`src/rtl/cicero_fetch_arbiter_if.sv`:
```
// Fetch/response bus between the regex cores, the instruction memory and the arbiter.
interface cicero_fetch_arbiter_if #(
    parameter int unsigned NUM_CORES = 4,
    parameter int unsigned PC_WIDTH  = 9
);
    logic [NUM_CORES-1:0]          req_valid;
    logic [NUM_CORES*PC_WIDTH-1:0] req_pc;
    logic [NUM_CORES-1:0]          req_ready;
    logic                          mem_rd_en;
    logic [PC_WIDTH-1:0]           mem_addr;
    logic [31:0]                   mem_rdata;
    logic [NUM_CORES-1:0]          rsp_valid;
    logic [NUM_CORES-1:0]          rsp_ready;
    logic [3:0]                    rsp_type;
    logic [15:0]                   rsp_data;
    logic                          rsp_illegal;
    logic                          busy;

    // Arbiter side.
    modport master (
        input  req_valid, req_pc, mem_rdata, rsp_ready,
        output req_ready, mem_rd_en, mem_addr, rsp_valid, rsp_type, rsp_data, rsp_illegal, busy
    );

    // Cores and memory side.
    modport slave (
        output req_valid, req_pc, mem_rdata, rsp_ready,
        input  req_ready, mem_rd_en, mem_addr, rsp_valid, rsp_type, rsp_data, rsp_illegal, busy
    );
endinterface

```
`src/rtl/cicero_fetch_arbiter.sv`:
```
// Round-robin instruction-fetch arbiter: shares one single-port instruction
// memory between NUM_CORES regex cores and returns decoded words in grant order.
module cicero_fetch_arbiter #(
    parameter int unsigned NUM_CORES     = 4,
    parameter int unsigned PC_WIDTH      = 9,
    parameter int unsigned CORE_ID_WIDTH = $clog2(NUM_CORES)
) (
    input  logic                  clk,
    input  logic                  rst_n,
    cicero_fetch_arbiter_if.master bus
);
    localparam int unsigned FIFO_DEPTH = 2;

    typedef struct packed {
        logic [CORE_ID_WIDTH-1:0] owner;
        logic [3:0]               itype;
        logic [15:0]              idata;
        logic                     illegal;
    } rsp_entry_t;

    logic [CORE_ID_WIDTH-1:0] rr_q, rr_d;
    logic                     inflight_q, inflight_d;
    logic [CORE_ID_WIDTH-1:0] tag_q, tag_d;
    logic [PC_WIDTH-1:0]      addr_q, addr_d;
    rsp_entry_t               fifo_q [FIFO_DEPTH];
    rsp_entry_t               fifo_d [FIFO_DEPTH];
    logic                     wr_ptr_q, wr_ptr_d;
    logic                     rd_ptr_q, rd_ptr_d;
    logic [1:0]               occ_q, occ_d;

    logic                     pop_c;
    logic                     issue_ok_c;
    logic                     grant_vld_c;
    logic [CORE_ID_WIDTH-1:0] grant_idx_c;
    logic [NUM_CORES-1:0]     grant_oh_c;
    logic [PC_WIDTH-1:0]      grant_pc_c;
    logic [NUM_CORES-1:0]     rsp_valid_c;
    rsp_entry_t               head_c;
    rsp_entry_t               push_entry_c;

    // Upper memory word bits carry nothing for the fetch path.
    logic unused_rdata_hi;
    assign unused_rdata_hi = ^bus.mem_rdata[31:20];

    // Head of FIFO decode and pop detection.
    always_comb begin
        head_c      = fifo_q[rd_ptr_q];
        rsp_valid_c = '0;
        if (occ_q != 2'd0) begin
            rsp_valid_c[head_c.owner] = 1'b1;
        end
        pop_c      = |(rsp_valid_c & bus.rsp_ready);
        issue_ok_c = ((3'(occ_q) + 3'(inflight_q)) < 3'd2) || pop_c;
    end

    // Round-robin search starting at the pointer; grants are suppressed while in reset.
    always_comb begin
        logic [CORE_ID_WIDTH-1:0] cand;
        cand        = '0;
        grant_vld_c = 1'b0;
        grant_idx_c = '0;
        grant_oh_c  = '0;
        grant_pc_c  = '0;
        if (rst_n && issue_ok_c) begin
            for (int unsigned k = 0; k < NUM_CORES; k++) begin
                cand = CORE_ID_WIDTH'((32'(rr_q) + k) % NUM_CORES);
                if (!grant_vld_c && bus.req_valid[cand]) begin
                    grant_vld_c = 1'b1;
                    grant_idx_c = cand;
                end
            end
        end
        if (grant_vld_c) begin
            grant_oh_c[grant_idx_c] = 1'b1;
        end
        for (int unsigned k = 0; k < NUM_CORES; k++) begin
            if (grant_idx_c == CORE_ID_WIDTH'(k)) begin
                grant_pc_c = bus.req_pc[k*PC_WIDTH +: PC_WIDTH];
            end
        end
    end

    // Next-state: pointer, in-flight stage, held address and response FIFO.
    always_comb begin
        push_entry_c.owner   = tag_q;
        push_entry_c.itype   = bus.mem_rdata[19:16];
        push_entry_c.idata   = bus.mem_rdata[15:0];
        push_entry_c.illegal = (bus.mem_rdata[19:16] >= 4'd10);

        rr_d       = rr_q;
        inflight_d = grant_vld_c;
        tag_d      = tag_q;
        addr_d     = addr_q;
        fifo_d     = fifo_q;
        wr_ptr_d   = wr_ptr_q;
        rd_ptr_d   = rd_ptr_q;
        occ_d      = occ_q;

        if (grant_vld_c) begin
            rr_d   = CORE_ID_WIDTH'((32'(grant_idx_c) + 32'd1) % NUM_CORES);
            tag_d  = grant_idx_c;
            addr_d = grant_pc_c;
        end
        if (inflight_q) begin
            fifo_d[wr_ptr_q] = push_entry_c;
            wr_ptr_d         = ~wr_ptr_q;
        end
        if (pop_c) begin
            rd_ptr_d = ~rd_ptr_q;
        end
        case ({inflight_q, pop_c})
            2'b10:   occ_d = occ_q + 2'd1;
            2'b01:   occ_d = occ_q - 2'd1;
            default: occ_d = occ_q;
        endcase
    end

    // State registers.
    always_ff @(posedge clk or negedge rst_n) begin
        if (!rst_n) begin
            rr_q       <= '0;
            inflight_q <= 1'b0;
            tag_q      <= '0;
            addr_q     <= '0;
            fifo_q[0]  <= '0;
            fifo_q[1]  <= '0;
            wr_ptr_q   <= 1'b0;
            rd_ptr_q   <= 1'b0;
            occ_q      <= 2'd0;
        end else begin
            rr_q       <= rr_d;
            inflight_q <= inflight_d;
            tag_q      <= tag_d;
            addr_q     <= addr_d;
            fifo_q     <= fifo_d;
            wr_ptr_q   <= wr_ptr_d;
            rd_ptr_q   <= rd_ptr_d;
            occ_q      <= occ_d;
        end
    end

    // Bus outputs; response fields read as zero when the FIFO is empty.
    assign bus.req_ready   = grant_oh_c;
    assign bus.mem_rd_en   = grant_vld_c;
    assign bus.mem_addr    = addr_d;
    assign bus.rsp_valid   = rsp_valid_c;
    assign bus.rsp_type    = (occ_q != 2'd0) ? head_c.itype : 4'd0;
    assign bus.rsp_data    = (occ_q != 2'd0) ? head_c.idata : 16'd0;
    assign bus.rsp_illegal = (occ_q != 2'd0) && head_c.illegal;
    assign bus.busy        = inflight_q || (occ_q != 2'd0);
endmodule

```
`src/flat_wrapper.sv`:
```
// flat-port wrapper written by rule: the top's interface ports become plain ports
module cicero_fetch_arbiter_flat 
#(
    parameter int unsigned NUM_CORES     = 4,
    parameter int unsigned PC_WIDTH      = 9,
    parameter int unsigned CORE_ID_WIDTH = $clog2(NUM_CORES)
)
  (clk, rst_n, bus_req_valid, bus_req_pc, bus_mem_rdata, bus_rsp_ready, bus_req_ready, bus_mem_rd_en, bus_mem_addr, bus_rsp_valid, bus_rsp_type, bus_rsp_data, bus_rsp_illegal, bus_busy);
  cicero_fetch_arbiter_if #(.NUM_CORES(NUM_CORES), .PC_WIDTH(PC_WIDTH)) bus_i ();
  input  logic clk;
  input  logic rst_n;
  input wire logic [$bits(bus_i.req_valid)-1:0] bus_req_valid;
  input wire logic [$bits(bus_i.req_pc)-1:0] bus_req_pc;
  input wire logic [$bits(bus_i.mem_rdata)-1:0] bus_mem_rdata;
  input wire logic [$bits(bus_i.rsp_ready)-1:0] bus_rsp_ready;
  output wire logic [$bits(bus_i.req_ready)-1:0] bus_req_ready;
  output wire logic [$bits(bus_i.mem_rd_en)-1:0] bus_mem_rd_en;
  output wire logic [$bits(bus_i.mem_addr)-1:0] bus_mem_addr;
  output wire logic [$bits(bus_i.rsp_valid)-1:0] bus_rsp_valid;
  output wire logic [$bits(bus_i.rsp_type)-1:0] bus_rsp_type;
  output wire logic [$bits(bus_i.rsp_data)-1:0] bus_rsp_data;
  output wire logic [$bits(bus_i.rsp_illegal)-1:0] bus_rsp_illegal;
  output wire logic [$bits(bus_i.busy)-1:0] bus_busy;
  assign bus_i.req_valid = bus_req_valid;
  assign bus_i.req_pc = bus_req_pc;
  assign bus_i.mem_rdata = bus_mem_rdata;
  assign bus_i.rsp_ready = bus_rsp_ready;
  assign bus_req_ready = bus_i.req_ready;
  assign bus_mem_rd_en = bus_i.mem_rd_en;
  assign bus_mem_addr = bus_i.mem_addr;
  assign bus_rsp_valid = bus_i.rsp_valid;
  assign bus_rsp_type = bus_i.rsp_type;
  assign bus_rsp_data = bus_i.rsp_data;
  assign bus_rsp_illegal = bus_i.rsp_illegal;
  assign bus_busy = bus_i.busy;
  cicero_fetch_arbiter #(.NUM_CORES(NUM_CORES), .PC_WIDTH(PC_WIDTH), .CORE_ID_WIDTH(CORE_ID_WIDTH)) u_core (.clk(clk), .rst_n(rst_n), .bus(bus_i));
endmodule
```
`config.mk`:
```
export PLATFORM = sky130hd
export DESIGN_NAME = cicero_fetch_arbiter_flat
export DESIGN_NICKNAME = d
export VERILOG_FILES = /design/src/rtl/cicero_fetch_arbiter_if.sv /design/src/rtl/cicero_fetch_arbiter.sv /design/src/flat_wrapper.sv
export SDC_FILE = /design/constraint.sdc
export NUM_CORES = 1
export LEC_CHECK = 0
export ABC_AREA = 1
export CAP_MARGIN = 15
export CORE_MARGIN = 4
export CORE_UTILIZATION = 30
export DETAILED_ROUTE_END_ITERATION = 7
export SYNTH_ARGS = -nofsm -noshare
export SYNTH_HDL_FRONTEND = slang
export SYNTH_SLANG_ARGS = --single-unit
```
`constraint.sdc`:
```
create_clock -name clk -period 3.4 [get_ports clk]
set_clock_uncertainty 0.15 [all_clocks]
set_input_delay 0.51 -clock clk [delete_from_list [all_inputs] [get_ports clk]]
set_output_delay 0.51 -clock clk [all_outputs]
set_load 0.01 [all_outputs]
```
==> results.md, run 1 <==
• area of the core region: 11000 µm²
• number of synthesis warnings: 0
• number of H-tree levels: 3
• vias in the first global route: 3621
• share of final-layout standard cells stronger than drive strength 1: 20.4%
• area of the die: 13300 µm²
• largest voltage drop on the vdd net: 0.000421 V
• fill count: 1102
• total vias in the final route: 3632
• relative contribution of combinational cells to total power: 58.9%
• worst r2r path cells: 24
• combined area of all synthesized cells: 3450 µm²
• fraction of power consumed by sequential logic: 22.8%
• origin of the critical flop-to-flop path: u_core.rr_q[0]
• nets in the synthesized netlist: 559
• synthesized area divided by synthesized cell count: 7.25 µm²
• Setup crit start kind: primary input
• Worst R2R Setup Slack: -20 ps
• Setup TNS Final: -532 ps
• number of ports placed on the die boundary: 118
• Cell Chain, Critical Path: clkdlybuf4s50_1 > nand2_1 > nand2_2 > nand2_1 > nand2_2 > nor2_4 > nand3_2 > nand3_1 > nand4_1 > buf_4 > ha_4 > buf_6 > a21oi_1 > nand2_1 > o21ai_1 > o21ai_0 > nand4_1 > nand2_1 > buf_2
• antenna violations before repair: 0
• register bit total from synthesis: 64
• final weighted congestion in routability-driven placement: 0.861
• number of CTS-inserted buffers: 9
• gr usage total: 16.4%
• Worst EP arrival: 2820 ps
• hold violation total from the final report: 0
• Crit path largest cell delay: 420 ps
• class of the most critical hold timing path: in2async
• maximum buffer depth of the clock tree: 2
• GRT overflow: 0
• Diodes inserted: 0
• critical path class: in2out
• pre-CTS WS: -781 ps
• TritonCTS clock tree: done
• post-detailed-route wirelength per cell: 13.7 µm
• Cell Rows: 38
• fin crit share: 102%
• library cell contributing the largest single delay on the critical path: sky130_fd_sc_hd__clkdlybuf4s50_1
• DR vias/cell: 4.73
• number of sinks on the clock net: 64
• placed wire-length estimate after detailed placement: 7040 µm
• Seq/Total Area, Yosys: 46.4%
• Rel. slew slack: 34.5%
• width of the die: 115 µm
• number of search-and-repair iterations in the first detailed-routing pass: 5
• Non-Filler Instances: 768
• reported leakage power: 0.00267 µW
• slew at the pin closest to its max-slew limit: 979 ps
• Worst EP required: 2740 ps
• worst path setup slack after routing: -83.5 ps
• Detailed Route Iter0 Violations: 243
• Synth-to-Final Area Change: 58.0%
• power density of the placed cells: 1080 nW/µm²
• count of nets left with antenna violations after detail routing: 0
• die outline height: 115 µm
• Max-cap violations: 0
• f_max: 287 MHz
• final slew viol count: 0
• core utilization of the finished layout: 49.4%
• fraction of power spent switching nets: 39.7%
• placed cell count: 726
• reg-to-reg endpoint: u_core.addr_q[0]
• clock network latency to the later pin of the worst-skew pair: 320 ps
• type of element capturing the critical path: primary output
• effective utilization at floorplan: 31.3%
• clock slew at reported path FFs: 50 ps
• Min Clock Period, post-route: 3480 ps
• CTS Root Buffer Type: sky130_fd_sc_hd__clkbuf_16
• maximum fanout encountered on the critical timing path: 5
• final setup vio count: 10
• Internal Dissipation: 3560 µW
• DRC violation count after routing: 0
• overall routed net length: 10500 µm
• largest net degree at the start of global routing: 68
• failing checks: setup timing
• post-synthesis cell count: 476
• unrepaired setup endpoints after global routing: yes
• global-route wire length before repair: 17400 µm
• result of the run: complete, but fails checks
• switching power: 2350 µW
• number of buffer cells added on primary ports: 105
• number of distinct library cell variants in the gate-level netlist after synthesis: 23
• clock network power share: 18.3%
• count of nets after finishing: 706
• crit-path most repeated cell: sky130_fd_sc_hd__nand2_1
• worst-case hold slack: 262 ps
[cells in the mapped netlist, drive strengths merged]
library cell | number | area (µm²)
nand3b | 1 | 11.3
dfrtp | 64 | 1600
nor2 | 12 | 55.1
buf | 4 | 28.8
clkinv | 1 | 3.75
or2 | 1 | 6.26
nand3 | 19 | 108
nand4 | 16 | 100
xnor2 | 1 | 8.76
nand2 | 186 | 711
xor2 | 2 | 17.5
clkbuf | 21 | 78.8
ha | 5 | 62.6
a21oi | 31 | 155
o21ai | 67 | 335
inv | 45 | 169
[state kept, by name, indices dropped and copies added (netlist names)]
name	flops
u_core.occ_q	2
u_core.tag_q	2
u_core.wr_ptr_q	1
u_core.rr_q	2
u_core.fifo_q	46
u_core.addr_q	9
u_core.rd_ptr_q	1
u_core.inflight_q	1
[critical path, delay by kind of cell]
kind	cells	cell delay, ps
simple gates	11	970
buf+inv	4	880
compound gates	3	300
fa+ha+maj	1	180
[power by group through the flow]
stage | clock [µW] | combinational [µW] | sequential [µW]
after detailed placement | 0 | 3090 | 1340
after global placement | 0 | 3050 | 1330
after CTS | 1110 | 3350 | 1340
after global routing | 1140 | 3880 | 1390
after floorplan | 0 | 1720 | 1290
final | 1080 | 3480 | 1350
[routing by layer]
layer,part of all wire [%],vias up,routed length [µm],track usage [%]
met5,0,-,0,0
met4,0.91,0,96,4.93
met3,7.7,8,805,5.89
met2,48,112,5000,26.4
met1,44,1695,4600,20.7
li1,-,1817,-,-
[worst max-delay path by stage]
stage                                 from              end  slack, ps  cells past startpoint
after global placement    bus_req_valid[3]  bus_mem_addr[6]       -720                     17
after CTS                 bus_req_valid[0]  bus_mem_addr[6]       -140                     18
after detailed placement  bus_req_valid[1]  bus_mem_addr[6]       -780                     17
after floorplan             u_core.rr_q[0]  bus_mem_addr[7]        280                     16
after global routing        u_core.rr_q[0]  bus_mem_addr[6]       -290                     18
final                     bus_req_valid[0]  bus_mem_addr[5]        -80                     19
[layout make-up]
cell class                 count  area [µm²]  share of cell area (%)
clock buffer                  10         239                    4.38
clock inverter                 6         115                    2.11
tap                          140         175                    3.21
multi-input combinational    341        1670                    30.6
sequential                    64        1600                    29.4
inverter                      46         184                    3.37
timing repair inverter         1        7.51                   0.138
timing repair buffer         160        1460                    26.8
[layout by cell type (no fill, tap or decap), types with 7 or more instances in the layout]
cell                              count
sky130_fd_sc_hd__nand4_1             16
sky130_fd_sc_hd__clkbuf_16            9
sky130_fd_sc_hd__buf_6                7
sky130_fd_sc_hd__buf_2                8
sky130_fd_sc_hd__nand3_1             14
sky130_fd_sc_hd__o21ai_1             14
sky130_fd_sc_hd__clkdlybuf4s50_1     88
sky130_fd_sc_hd__nand2_1            171
sky130_fd_sc_hd__a21oi_1             30
sky130_fd_sc_hd__inv_1               36
sky130_fd_sc_hd__o21ai_0             51
sky130_fd_sc_hd__nand2_2             14
sky130_fd_sc_hd__buf_4               48
sky130_fd_sc_hd__inv_2                7
sky130_fd_sc_hd__nor2_1               8
sky130_fd_sc_hd__dfrtp_1             62
[cell families after synthesis]
family                     after synthesis  synth area share, %
adders and majority gates                5                 1.81
DFF                                     64                 46.4
buffers and inverters                   71                 8.12
AOI/OAI and AO/OA                       98                 14.2
and+or+nand+nor                        235                 28.7
xor gates and xnor gates                 3                0.761
[stage by stage]
| step | power [µW] | instance area, µm² |
|---|---|---|
| 6_report | 5910 | 5450 |
| 4_1_cts | 5810 | 5370 |
| 3_5_place_dp | 4440 | 4820 |
| 3_3_place_gp | 4380 | 4820 |
| 5_1_grt | 6410 | 5450 |
| 2_1_floorplan | 3020 | 3450 |
[what timing repair did]
item | CTS | global route
gates cloned | 3 | 0
pin swaps | 14 | 7
setup buffers | 13 | 9
hold endpoints to repair | 4 | 0
hold buffers | 1 | 0
setup endpoints to repair | 14 | 14
resized for setup | 94 | 19
Power figures use the tool's default switching activity.
==> run 2: changes to the inputs <==
CORE_UTILIZATION = 50   (was 30)
DONT_BUFFER_PORTS = 1   (was default)
==> run 2 against run 1 <==
  * Die area shrank 38%
  * Global-route usage grew 4.3 points
  * Hold slack lost 75 ps
  * Sequential power is essentially flat
  * Maximum frequency grew 1.4%
  * Combinational power shrank 23%
  * First-iteration DRC count shrank 47%
  * The run still ends with setup timing left
  * Non-clock buffer count shrank 127
  * Setup slack gained 47 ps
  * Critical path depth shrank 2
  * Clock-buffer cell count is the same
==> results.md, run 2 (synthesis results as in run 1) <==
• result of the run: complete, but fails checks
• failing checks: setup timing
• final setup vio count: 3
• slew at the pin closest to its max-slew limit: 891 ps
• die outline height: 91.1 µm
• Cell Chain, Critical Path: buf_6 > nand2_1 > nand2_2 > nand2_1 > nand2_2 > nor2_4 > nand3_1 > nand3_1 > nand4_1 > buf_4 > inv_2 > ha_4 > clkinvlp_4 > o21ai_0 > o21ai_1 > nand4_1 > nand2_2
• number of sinks on the clock net: 64
• Worst EP arrival: 2780 ps
• Buf+Inv Stages, Crit Path: 4
• placed cell count: 542
• maximum fanout encountered on the critical timing path: 10
• total vias in the final route: 3097
• largest net degree at the start of global routing: 65
• width of the die: 91.1 µm
• Synth-to-Final Area Change: 19.8%
• vias in the first global route: 3000
• leading cell types in the layout, fill and taps excluded: sky130_fd_sc_hd__nand2_1, sky130_fd_sc_hd__dfrtp_1, sky130_fd_sc_hd__o21ai_0
• largest voltage drop on the vdd net: 0.000605 V
• CTS Root Buffer Type: sky130_fd_sc_hd__clkbuf_8
• clock slew at reported path FFs: 70 ps
• DR vias/cell: 5.34
• count of nets after finishing: 578
• gr usage total: 20.7%
• worst-case hold slack: 187 ps
• f_max: 291 MHz
• Worst EP required: 2740 ps
• antenna violations before repair: 0
• type of element capturing the critical path: primary output
• Cell Rows: 30
• Setup TNS Final: -100 ps
• hold violation total from the final report: 0
• TritonCTS clock tree: done
• number of ports placed on the die boundary: 118
• Top Family by Delay on Critical Path: simple AND/OR/NAND/NOR gates
• Min Clock Period, post-route: 3440 ps
• overall routed net length: 8660 µm
• clock network latency to the later pin of the worst-skew pair: 330 ps
• number of CTS-inserted buffers: 9
• share of final-layout standard cells stronger than drive strength 1: 21.8%
• number of buffer cells added on primary ports: 0
• DRC violation count after routing: 0
• Largest register FFs: 46
• worst path setup slack after routing: -36.5 ps
• post-detailed-route wirelength per cell: 14.9 µm
• global-route wire length before repair: 13900 µm
• met1 track demand over resource in global routing: 25.8%
• Detailed Route Iter0 Violations: 130
• met3 Usage GRT: 6.38%
• Crit path largest cell delay: 460 ps
• reported leakage power: 0.00208 µW
• GRT overflow: 0
• crit-path most repeated cell: sky130_fd_sc_hd__nand2_2
• final weighted congestion in routability-driven placement: 0.845
• placed wire-length estimate after detailed placement: 5300 µm
• area of the die: 8300 µm²
• Final Total Pwr: 4660 µW
• maximum buffer depth of the clock tree: 2
• Setup crit start kind: flip-flop
• critical path class: reg2out
• fin crit share: 101%
• count of nets left with antenna violations after detail routing: 0
• Max-cap violations: 0
• effective utilization at floorplan: 51.1%
• layer carrying the most global-route usage: met2
• number of search-and-repair iterations in the first detailed-routing pass: 6
• number of H-tree levels: 3
• largest registers: u_core.fifo_q (46), u_core.addr_q (9)
• area of the core region: 6760 µm²
• global-route met2 utilization: 34.8%
• most common cell after layout, fill and taps aside: sky130_fd_sc_hd__nand2_1
• final slew viol count: 0
• Non-Filler Instances: 580
• unrepaired setup endpoints after global routing: yes
• Rel. slew slack: 40.4%
• Diodes inserted: 0
• power density of the placed cells: 1130 nW/µm²
• class of the most critical hold timing path: in2reg
• library cell contributing the largest single delay on the critical path: sky130_fd_sc_hd__dfrtp_2
• Reg with most FFs: u_core.fifo_q
[run 2: through the flow]
| stage | cell area [µm²] | utilization (%) | worst slack, ps |
|---|---|---|---|
| after CTS | 3900 | 57.7 | 7.36 |
| after global routing | 4140 | 61.2 | -228 |
| final | 4140 | 61.2 | -36.5 |
| after floorplan | 3450 | - | 276 |
| after detailed placement | 3540 | 52.4 | 90.1 |
| after global placement | 3540 | 52.4 | 125 |
[run 2: worst paths after layout]
check                      cells past startpoint              from  slack [ps]                to
setup reg to reg                              17    u_core.rr_q[0]         670  u_core.addr_q[0]
min in group asynchronous                      2             rst_n         570  u_core.fifo_q[4]
setup / recovery                              17    u_core.rr_q[0]         -40   bus_mem_addr[4]
hold / removal                                 2             rst_n         190    u_core.rr_q[0]
max in group asynchronous                      2             rst_n        2250    u_core.rr_q[1]
hold reg to reg                                2  u_core.fifo_q[3]         340  u_core.fifo_q[3]
[run 2: worst reg2reg max path: cells and delay by family (launching register included)]
family	cells	cell delay, ps
buf+inv	4	590
flops	1	460
fa+ha+maj	1	170
simple gates	10	930
compound gates	2	300
[run 2: what timing repair did]
action	4_1_cts	5_1_grt
cloned	0	1
endpoints found under the hold margin	64	0
pin swaps	4	33
endpoints found under the setup margin	9	9
buffers inserted	9	10
hold buffers	2	0
resized for setup	23	72
[run 2: area by class of cell]
| type | count | area (µm²) |
|---|---|---|
| Sequential cell | 64 | 1610 |
| Multi-Input combinational cell | 341 | 1740 |
| Clock buffer | 10 | 128 |
| Clock inverter | 6 | 60.1 |
| Timing Repair Buffer | 33 | 317 |
| Tap cell | 80 | 100 |
| Inverter | 46 | 186 |
| Fill cell | 640 | 2620 |
[run 2: power by group]
part,leakage [µW],total [µW],internal [µW],switching (µW)
logic,0.00120,2690,1020,1670
clock network,0.0000920,623,335,288
registers,0.000788,1340,1140,201
[run 2: metal layers]
metal,up-vias,routed length [µm]
met5,-,0
met4,0,68
met3,6,531
met2,85,4350
met1,1441,3710
li1,1565,-
